`config.mk`:
```
export PLATFORM = sky130hd
export DESIGN_NAME = segment_transition_ctl
export DESIGN_NICKNAME = d
export VERILOG_FILES = /design/src/rtl/segment_transition_ctl.sv
export SDC_FILE = /design/constraint.sdc
export NUM_CORES = 1
export LEC_CHECK = 0
export BUFFER_PORTS_ARGS = -buffer_cell sky130_fd_sc_hd__buf_2
export CAP_MARGIN = 10
export CORE_MARGIN = 2
export CORE_UTILIZATION = 35
export DETAILED_ROUTE_END_ITERATION = 8
export PLACE_DENSITY = 0.62
export SYNTH_ARGS = -nofsm -noshare
export SYNTH_HDL_FRONTEND = slang
export SYNTH_SLANG_ARGS = --single-unit
export TNS_END_PERCENT = 5
```
`constraint.sdc`:
```
create_clock -name CLK -period 5.1 [get_ports CLK]
set_input_delay 1.53 -clock CLK [delete_from_list [all_inputs] [get_ports CLK]]
set_output_delay 1.53 -clock CLK [all_outputs]
set_load 0.02 [all_outputs]
```
`src/rtl/segment_transition_ctl.sv`:
```
// Read-segment sequencer for the modulation/STM sampler: owns the sample index,
// counts loop repetitions and swaps the active segment on the selected trigger.
module segment_transition_ctl #(
    parameter int CycleWidth   = 16,
    parameter int RepWidth     = 16,
    parameter int SysTimeWidth = 64
) (
    input  logic                    CLK,
    input  logic                    RST,
    input  logic                    UPDATE,
    input  logic                    REQ_SEGMENT,
    input  logic [7:0]              TRANSITION_MODE,
    input  logic [SysTimeWidth-1:0] TRANSITION_VALUE,
    input  logic [CycleWidth-1:0]   CYCLE0,
    input  logic [CycleWidth-1:0]   CYCLE1,
    input  logic [RepWidth-1:0]     REP0,
    input  logic [RepWidth-1:0]     REP1,
    input  logic                    TICK,
    input  logic [SysTimeWidth-1:0] SYS_TIME,
    input  logic [3:0]              GPIO_IN,
    output logic                    SEGMENT,
    output logic [CycleWidth-1:0]   IDX,
    output logic                    STOP,
    output logic                    PENDING,
    output logic                    SWAP,
    output logic                    ERR
);

    localparam logic [2:0] ST_RUN       = 3'd0;
    localparam logic [2:0] ST_WAIT_IDX  = 3'd1;
    localparam logic [2:0] ST_WAIT_TIME = 3'd2;
    localparam logic [2:0] ST_WAIT_GPIO = 3'd3;
    localparam logic [2:0] ST_EXT_RUN   = 3'd4;

    localparam logic [7:0] MODE_SYNC_IDX = 8'h00;
    localparam logic [7:0] MODE_SYS_TIME = 8'h01;
    localparam logic [7:0] MODE_GPIO     = 8'h02;
    localparam logic [7:0] MODE_EXT      = 8'hF0;

    logic [2:0]              state_q, state_d;
    logic                    seg_q, seg_d;
    logic [CycleWidth-1:0]   idx_q, idx_d;
    logic [RepWidth-1:0]     loop_q, loop_d;
    logic                    stop_q, stop_d;
    logic                    pending_q, pending_d;
    logic                    swap_q, swap_d;
    logic                    err_q, err_d;
    logic                    inf_q, inf_d;
    logic                    ext_q, ext_d;
    logic                    req_seg_q, req_seg_d;
    logic [SysTimeWidth-1:0] tval_q, tval_d;
    logic [3:0]              gs1_q, gs2_q, gs3_q;

    logic [CycleWidth-1:0]   cycle_cur;
    logic [RepWidth-1:0]     rep_cur;
    logic [RepWidth-1:0]     rep_req;
    logic [RepWidth-1:0]     rep_other;
    logic                    wrap;
    logic                    rep_done;
    logic                    gpio_rise;
    logic                    fire;

    always_comb begin
        cycle_cur = seg_q ? CYCLE1 : CYCLE0;
        rep_cur   = seg_q ? REP1 : REP0;
        rep_other = seg_q ? REP0 : REP1;
        rep_req   = req_seg_q ? REP1 : REP0;
        // >= rather than == so an index left beyond a shrunken CYCLE wraps on the next tick
        wrap      = (idx_q >= cycle_cur);
        rep_done  = !inf_q && (rep_cur != '1) && (loop_q >= rep_cur);
        gpio_rise = gs2_q[tval_q[1:0]] & ~gs3_q[tval_q[1:0]];

        case (state_q)
            ST_WAIT_IDX:  fire = TICK && (wrap || stop_q);
            ST_WAIT_TIME: fire = (SYS_TIME >= tval_q);
            ST_WAIT_GPIO: fire = gpio_rise;
            default:      fire = 1'b0;
        endcase
    end

    always_comb begin
        state_d   = state_q;
        seg_d     = seg_q;
        idx_d     = idx_q;
        loop_d    = loop_q;
        stop_d    = stop_q;
        pending_d = pending_q;
        swap_d    = 1'b0;
        err_d     = err_q;
        inf_d     = inf_q;
        ext_d     = ext_q;
        req_seg_d = req_seg_q;
        tval_d    = tval_q;

        if (fire) begin
            seg_d     = req_seg_q;
            idx_d     = '0;
            loop_d    = '0;
            stop_d    = 1'b0;
            inf_d     = (rep_req == '1);
            swap_d    = 1'b1;
            pending_d = 1'b0;
            state_d   = ext_q ? ST_EXT_RUN : ST_RUN;
        end else if (TICK && !stop_q) begin
            if (!wrap) begin
                idx_d = idx_q + 1'b1;
            end else if (!rep_done) begin
                idx_d  = '0;
                loop_d = loop_q + 1'b1;
            end else if (state_q == ST_EXT_RUN) begin
                // Auto-swap replaces STOP: re-arm repetition from the other segment
                seg_d  = ~seg_q;
                idx_d  = '0;
                loop_d = '0;
                inf_d  = (rep_other == '1);
                swap_d = 1'b1;
            end else begin
                idx_d  = cycle_cur;
                stop_d = 1'b1;
            end
        end

        if (UPDATE) begin
            case (TRANSITION_MODE)
                MODE_SYNC_IDX, MODE_SYS_TIME, MODE_GPIO, MODE_EXT: begin
                    pending_d = 1'b1;
                    err_d     = 1'b0;
                    req_seg_d = REQ_SEGMENT;
                    tval_d    = TRANSITION_VALUE;
                    ext_d     = (TRANSITION_MODE == MODE_EXT);
                    case (TRANSITION_MODE)
                        MODE_SYS_TIME: state_d = ST_WAIT_TIME;
                        MODE_GPIO:     state_d = ST_WAIT_GPIO;
                        default:       state_d = ST_WAIT_IDX;
                    endcase
                end
                default: err_d = 1'b1;
            endcase
        end
    end

    always_ff @(posedge CLK or posedge RST) begin
        if (RST) begin
            state_q   <= ST_RUN;
            seg_q     <= 1'b0;
            idx_q     <= '0;
            loop_q    <= '0;
            stop_q    <= 1'b0;
            pending_q <= 1'b0;
            swap_q    <= 1'b0;
            err_q     <= 1'b0;
            inf_q     <= 1'b1;
            ext_q     <= 1'b0;
            req_seg_q <= 1'b0;
            tval_q    <= '0;
        end else begin
            state_q   <= state_d;
            seg_q     <= seg_d;
            idx_q     <= idx_d;
            loop_q    <= loop_d;
            stop_q    <= stop_d;
            pending_q <= pending_d;
            swap_q    <= swap_d;
            err_q     <= err_d;
            inf_q     <= inf_d;
            ext_q     <= ext_d;
            req_seg_q <= req_seg_d;
            tval_q    <= tval_d;
        end
    end

    // Two-stage synchronizer plus edge-detect stage for the GPIO pads
    always_ff @(posedge CLK or posedge RST) begin
        if (RST) begin
            gs1_q <= '0;
            gs2_q <= '0;
            gs3_q <= '0;
        end else begin
            gs1_q <= GPIO_IN;
            gs2_q <= gs1_q;
            gs3_q <= gs2_q;
        end
    end

    assign SEGMENT = seg_q;
    assign IDX     = idx_q;
    assign STOP    = stop_q;
    assign PENDING = pending_q;
    assign SWAP    = swap_q;
    assign ERR     = err_q;

endmodule

```
# Yosys cells after proc, flatten, opt, wreduce, memory -nomap -nowiden
# Cells that the tools add are included.
# Widths: inputs -> output; s select.
[totals] elab_cells=101 reg_bits=119 inputBits=209
[op_classes] n_mux=48 addsub=2 reduce_logical=17 n_eq_ne=12 n_lt_le_gt_ge=4 bitwise=3
[op_table] cell="$mux 16" n=14
[op_table] cell="$ge 64x64->1" n=1
[op_table] cell="$add 16x1->16 const B" n=2
[op_table] cell="$eq 16x16->1 const B" n=2
[op_table] cell="$ge 16x16->1" n=2
[op_table] cell="$mux 1" n=26
[op_table] cell="$ne 16x16->1 const B" n=1
[op_table] cell="$mux 3" n=4
[op_table] cell="$eq 8x1->1 const B" n=1
[op_table] cell="$eq 8x2->1 const B" n=1
[op_table] cell="$eq 8x8->1 const B" n=1
[op_table] cell="$logic_not 8->1" n=1
[op_table] cell="$reduce_and 4->1" n=2
[op_table] cell="$reduce_bool 2->1" n=4
[op_table] cell="$eq 3x2->1 const B" n=2
[op_table] cell="$bmux 1 s2" n=2
[op_table] cell="$logic_and 1x1->1" n=4
[op_table] cell="$pmux 2 s2" n=1
[op_table] cell="$reduce_or 4->1" n=1
[op_table] cell="$eq 3x1->1 const B" n=1
[op_table] cell="$eq 3x3->1 const B" n=1
[op_table] cell="$lt 2x3->1 const B" n=1
[op_table] cell="$ne 3x1->1 const B" n=1
[op_table] cell="$pmux 1 s3" n=1
[op_table] cell="7 further kinds" n=9

# Depth between registers and ports, before layout
[logic_depth] word_depth=8 depth_mapped=14 ltp_nobuf=10

# Least setup slack after synthesis
# Ideal clock, no wire load.
[synth_path] kind="register to register" startpoint="register seg_q (netlist: SEGMENT)" endpoint="register idx_q[10] (netlist: IDX[10])" arrival_ps=3748 path_buffers=3 required_time_ps=4974 setup_slack_ps=1226 path_stages_with_launch=14 path_cell_list="dfrtp_1 buf_2 buf_1 buf_1 mux2i_1 ha_1 a21oi_1 nor2_1 a2111o_1 a221oi_1 nor2_1 nand2_1 nor3_1 o311a_1"
[synth_via] elab_chain_len=8 word_cells_on_any_way=16 classes_between="order compare: 2; eq/ne: 1; mux: 8; reduce/logical: 5"
[synth_lines] item="start: declaration" line_no="41" text="logic seg_q, seg_d;"
[synth_lines] item="start signal: assignment" line_no="158" text="seg_q <= seg_d;"
[synth_lines] item="parallel branches: the longest is 8 deep, another holds $ge 16x16->1"
[synth_lines] item="end signal: assignment" line_no="159" text="idx_q <= idx_d;"
[synth_lines] item="end: declaration" line_no="42" text="logic [CycleWidth-1:0] idx_q, idx_d;"
# Several ways; the timed one is not identified. The select of a mux whose other input is x is not followed.
# A chain may end at the register's enable or synchronous reset.

# Final worst setup path
[layout_path] startpoint="register seg_q (netlist: SEGMENT)" endpoint="register seg_q (netlist: SEGMENT)"
[layout_via] elab_chain_len=7 word_cells_on_any_way=21 classes_between="order compare: 2; eq/ne: 1; mux: 8; bitwise: 1; reduce/logical: 9"
[layout_lines] item="$mux 16" line_no="64" text="cycle_cur = seg_q ? CYCLE1 : CYCLE0;"
[layout_lines] item="$ge 16x16->1" line_no="69" text="wrap = (idx_q >= cycle_cur);"
[layout_lines] item="$logic_or 1x1->1" line_no="74" text="ST_WAIT_IDX: fire = TICK && (wrap || stop_q);"
[layout_lines] item="$logic_and 1x1->1" line_no="74"
[layout_lines] item="$pmux 1 s3" line_no="73" text="case (state_q)"
[layout_lines] item="$reduce_bool 2->1 (no line)"
[layout_lines] item="$reduce_and 4->1 (no line)"
# Parallel ways exist; a longest one is shown, timed or not. The select of a mux whose other input is x is not followed.

==> reports/metrics.sh <==
SYNTHESIZED_NETLIST_CELL_COUNT=779
GRT_FIRST_PASS_WIRELENGTH_UM=33200
DRC_ERRORS=0
SETUP.WORST_PATH.START_CLASS='register'
FINAL_CORE_UTILIZATION_PCT=45.46
CP_DATA_ARRIVAL_TIME_NS=4.22
ROUTED_WL_UM=20680
FP.DIEW_UM=154.3
TOP_LEVEL_PORTS=230
CLOCK_TRANSITION_TIME_AT_THE_FLIP_FLOP_CLOCK_PINS_OF_THE_WORST_SETUP_AND_HOLD_PATHS_NS=0.06
ROUTED_VIA_DENSITY=5.083
GRT.OVERFLOW.TOTAL=0
TRITONCTS='built'
SEQ_AREA_FRAC_SYNTH_PCT=37.69
TIMING.MAX_CAP.VIOLATIONS=0
CRIT_TYPE='reg -> reg'
SLOWEST_STAGE_DELAY_CP_NS=0.91
FINAL_LAYOUT_SIZE_SUFFIX_GT1_SHARE_PCT=35.71
TOP_LAYER_USED='met4'
YOSYSWARNINGS=0
FILLCELLCOUNT=2140
HP-CLASS='reg -> reg'
FINALSETUPVIOLATIONS=0
PORT_BUFFERS=229
MAX_TRANSITION_VIOLS_FINAL=0
GRT_ANTENNA_BEFORE_REPAIR=0
MOSTFREQUENTLAYOUTCELL='sky130_fd_sc_hd__buf_2'
INITIAL_UTILIZATION_PCT=35.89
PATH_MAX_FANOUT=30
N_ANTENNA_CELL=0
ROUTED-VIA-COUNT=6633
SYNTH_TOP_CELL_AREA_SHARE_PCT=37.35
WIRE_PER_INST_UM=15.84
ANT_NETS=0
SYN_TO_FINAL_GROWTH_PCT=26.67
CTS_SINKS=119
HOLD_VIOLATIONS=0
FINISH.NET_COUNT=1319
POST_SYNTH_EDFFS=0
GP_CONGESTION=0.8115
SYNTHESIS.AREA_UM2=7905
SETUP_TNS_NS=0
YS_TYPES=63
GLOBAL_ROUTE.USAGE.TOTAL_PCT=17.55
CTS_BUFFERS=17
HOLD_BUFFERS=0
DIE_Y_UM=154.3
YOSYSTOPAREACELL='sky130_fd_sc_hd__dfrtp_1'
DRT_PRE_ANTENNA_ITERS=4
WORSTMARGINPINSLEW_NS=1.048
SYN_NETS=1086
DR.FIRST_ITER.DRC_COUNT=285
CRITICAL_PATH_CELL_LIST='buf_4 > mux2i_1 > ha_1 > nand4_1 > a221oi_1 > a221oi_1 > a2111oi_2 > nand3_1 > xnor2_1 > mux2_2'
SETUP_CRIT_END_KIND='register'
CELL_CHOSEN_FOR_THE_CLOCK_ROOT='sky130_fd_sc_hd__clkbuf_16'
FIN_CRIT_SH_PCT=76.73
CTSRESIZECOUNT=0
WL_MET3_UM=1182
RSZ0062_AT_GRT='false'
POSTCTSSETUPBUFFERS=0
CLK-INSERTION-DELAY-LATE_NS=0.42
DIE-AREA_UM2=23800
LAYOUT_COMMON_CELLS='sky130_fd_sc_hd__buf_2, sky130_fd_sc_hd__dfrtp_1, sky130_fd_sc_hd__ha_1'
M1WIRELENGTH_UM=9406
POWER_LEAKAGE_uW=0.004824
NETLIST_TOP_CELLS_AREA='sky130_fd_sc_hd__dfrtp_1, sky130_fd_sc_hd__ha_1, sky130_fd_sc_hd__mux2_2, sky130_fd_sc_hd__mux2i_1, sky130_fd_sc_hd__inv_1'
SYN_AREA_CELL_UM2=10.15
DP_HPWL_UM=16300
ASYNC_RESET_FF_SHARE_PCT=100.0
RUN_STATUS='finished clean'
TIMING.SLEW.HEADROOM_PCT=29.87
YS.FLOP_TYPE='sky130_fd_sc_hd__dfrtp_1'
CPMOSTUSEDCELL='sky130_fd_sc_hd__a221oi_1'
YS_FF_LATCH=119
CRITICAL_PATH_REQUIRED_NS=5.40
SLOWEST_STAGE='sky130_fd_sc_hd__dfrtp_2'
WL_MET2_UM=9866
MAX-VDD-IR-DROP_mV=0.1493
PWR_DENSITY_CELL_nW_PER_UM2=359.4
MAX-CLOCK-PATH-BUFFERS=2
GRT_MAX_DEGREE=55
WORST_CLOCK_SKEW_NS=0.009932
PERIOD_NEEDED_NS=3.913
CTSHTREEMAXLEVEL=4
ACHIEVABLE-FREQUENCY_MHz=255.6
FIRST_GLOBAL_VIAS=6579
ROWS=54
CORE_OUTLINE_AREA_UM2=22030
==> cell usage after synthesis (4+ instances only) <==
| master | number |
|---|---|
| sky130_fd_sc_hd__a211oi_1 | 5 |
| sky130_fd_sc_hd__a21o_1 | 6 |
| sky130_fd_sc_hd__a21oi_1 | 46 |
| sky130_fd_sc_hd__a221oi_1 | 4 |
| sky130_fd_sc_hd__a31oi_1 | 9 |
| sky130_fd_sc_hd__and2_1 | 4 |
| sky130_fd_sc_hd__and3_1 | 7 |
| sky130_fd_sc_hd__buf_1 | 6 |
| sky130_fd_sc_hd__clkbuf_1 | 12 |
| sky130_fd_sc_hd__dfrtp_1 | 118 |
| sky130_fd_sc_hd__ha_1 | 98 |
| sky130_fd_sc_hd__inv_1 | 80 |
| sky130_fd_sc_hd__mux2_2 | 68 |
| sky130_fd_sc_hd__mux2i_1 | 31 |
| sky130_fd_sc_hd__nand2_1 | 47 |
| sky130_fd_sc_hd__nand2b_1 | 13 |
| sky130_fd_sc_hd__nand3_1 | 11 |
| sky130_fd_sc_hd__nand4_1 | 23 |
| sky130_fd_sc_hd__nor2_1 | 36 |
| sky130_fd_sc_hd__nor2b_1 | 6 |
| sky130_fd_sc_hd__nor3_1 | 20 |
| sky130_fd_sc_hd__nor3b_1 | 5 |
| sky130_fd_sc_hd__nor4_1 | 4 |
| sky130_fd_sc_hd__nor4_2 | 5 |
| sky130_fd_sc_hd__o211ai_1 | 5 |
| sky130_fd_sc_hd__o21a_1 | 4 |
| sky130_fd_sc_hd__o21ai_0 | 30 |
| sky130_fd_sc_hd__o221a_2 | 6 |
| sky130_fd_sc_hd__or3_1 | 5 |
| sky130_fd_sc_hd__xnor2_1 | 14 |
==> metrics by stage <==
stage / total power, µW / setup WS (ns) / instance area (µm²) / hold slack, ns / std cells
finish: 3598 / 1.187 / 10010 / 0.3403 / 1305
detailed placement: 2349 / 0.7191 / 9390 / 0.3358 / 1273
global placement: 2324 / 0.7478 / 9390 / 0.3345 / 1273
CTS: 3648 / 1.168 / 10010 / 0.3446 / 1305
global route: 3845 / 0.8608 / 10010 / 0.3479 / 1305
floorplan: 1994 / 0.4142 / 7905 / 0.3312 / 779
==> critical path: cells and delay by family (launching register included) <==
kind	cells	cell delay (ns)
simple gates	2	0.40
xor+xnor	1	0.18
compound gates	3	1.25
mux	2	0.38
fa+ha+maj	1	0.31
buf+inv	1	0.33
flops	1	0.91
==> where the power goes <==
part | internal (µW) | switching [µW] | total [µW]
Sequential | 1090 | 161 | 1250
Combinational | 509 | 563 | 1070
Clock | 830 | 450 | 1280
==> per-layer routing <==
layer,track usage (%),up-vias
met3,3.839,16
met1,22.58,3125
met2,30.13,201
met5,0,-
li1,-,3291
met4,4.321,0
==> path summary, 6_finish.rpt <==
path | start | endpoint | slack (ns) | cells past startpoint
setup reg to reg | SEGMENT | SEGMENT | 1.19 | 10
hold reg to reg | gs1_q[1] | gs2_q[1] | 0.34 | 0
setup / recovery | SEGMENT | SEGMENT | 1.19 | 10
min in group asynchronous | RST | tval_q[59] | 1.21 | 2
max in group asynchronous | RST | inf_q | 3.12 | 3
hold / removal | gs1_q[1] | gs2_q[1] | 0.34 | 0
==> cell families (layout without fill, tap and decap cells) <==
logic type	Yosys count	count (layout)	share of synthesized area, %
muxes	99	99	13.61
xor gates and xnor gates	16	16	1.773
buffers and inverters	104	350	5.302
adders and majority gates	98	98	15.51
AOI/OAI and AO/OA	144	144	12.39
and+or+nand+nor	199	199	13.72
DFF	119	119	37.69
==> sequential cells by signal, indices dropped and copies added (netlist names), 3 cells and up <==
register and flops:
gs2_q 4, IDX 16, loop_q 16, state_q 3
gs3_q 4, tval_q 64, gs1_q 4
==> cell type report <==
cell class	instances	area, µm²	area share (%)
Clock buffer	20	446.7	4.461
Tap cell	280	350.3	3.499
Multi-Input combinational cell	556	4518	45.12
Timing Repair Buffer	238	1239	12.37
Sequential cell	119	2980	29.76
Clock inverter	12	176.4	1.762
Inverter	80	302.8	3.024
No activity file was read; power rests on OpenSTA's default activity.
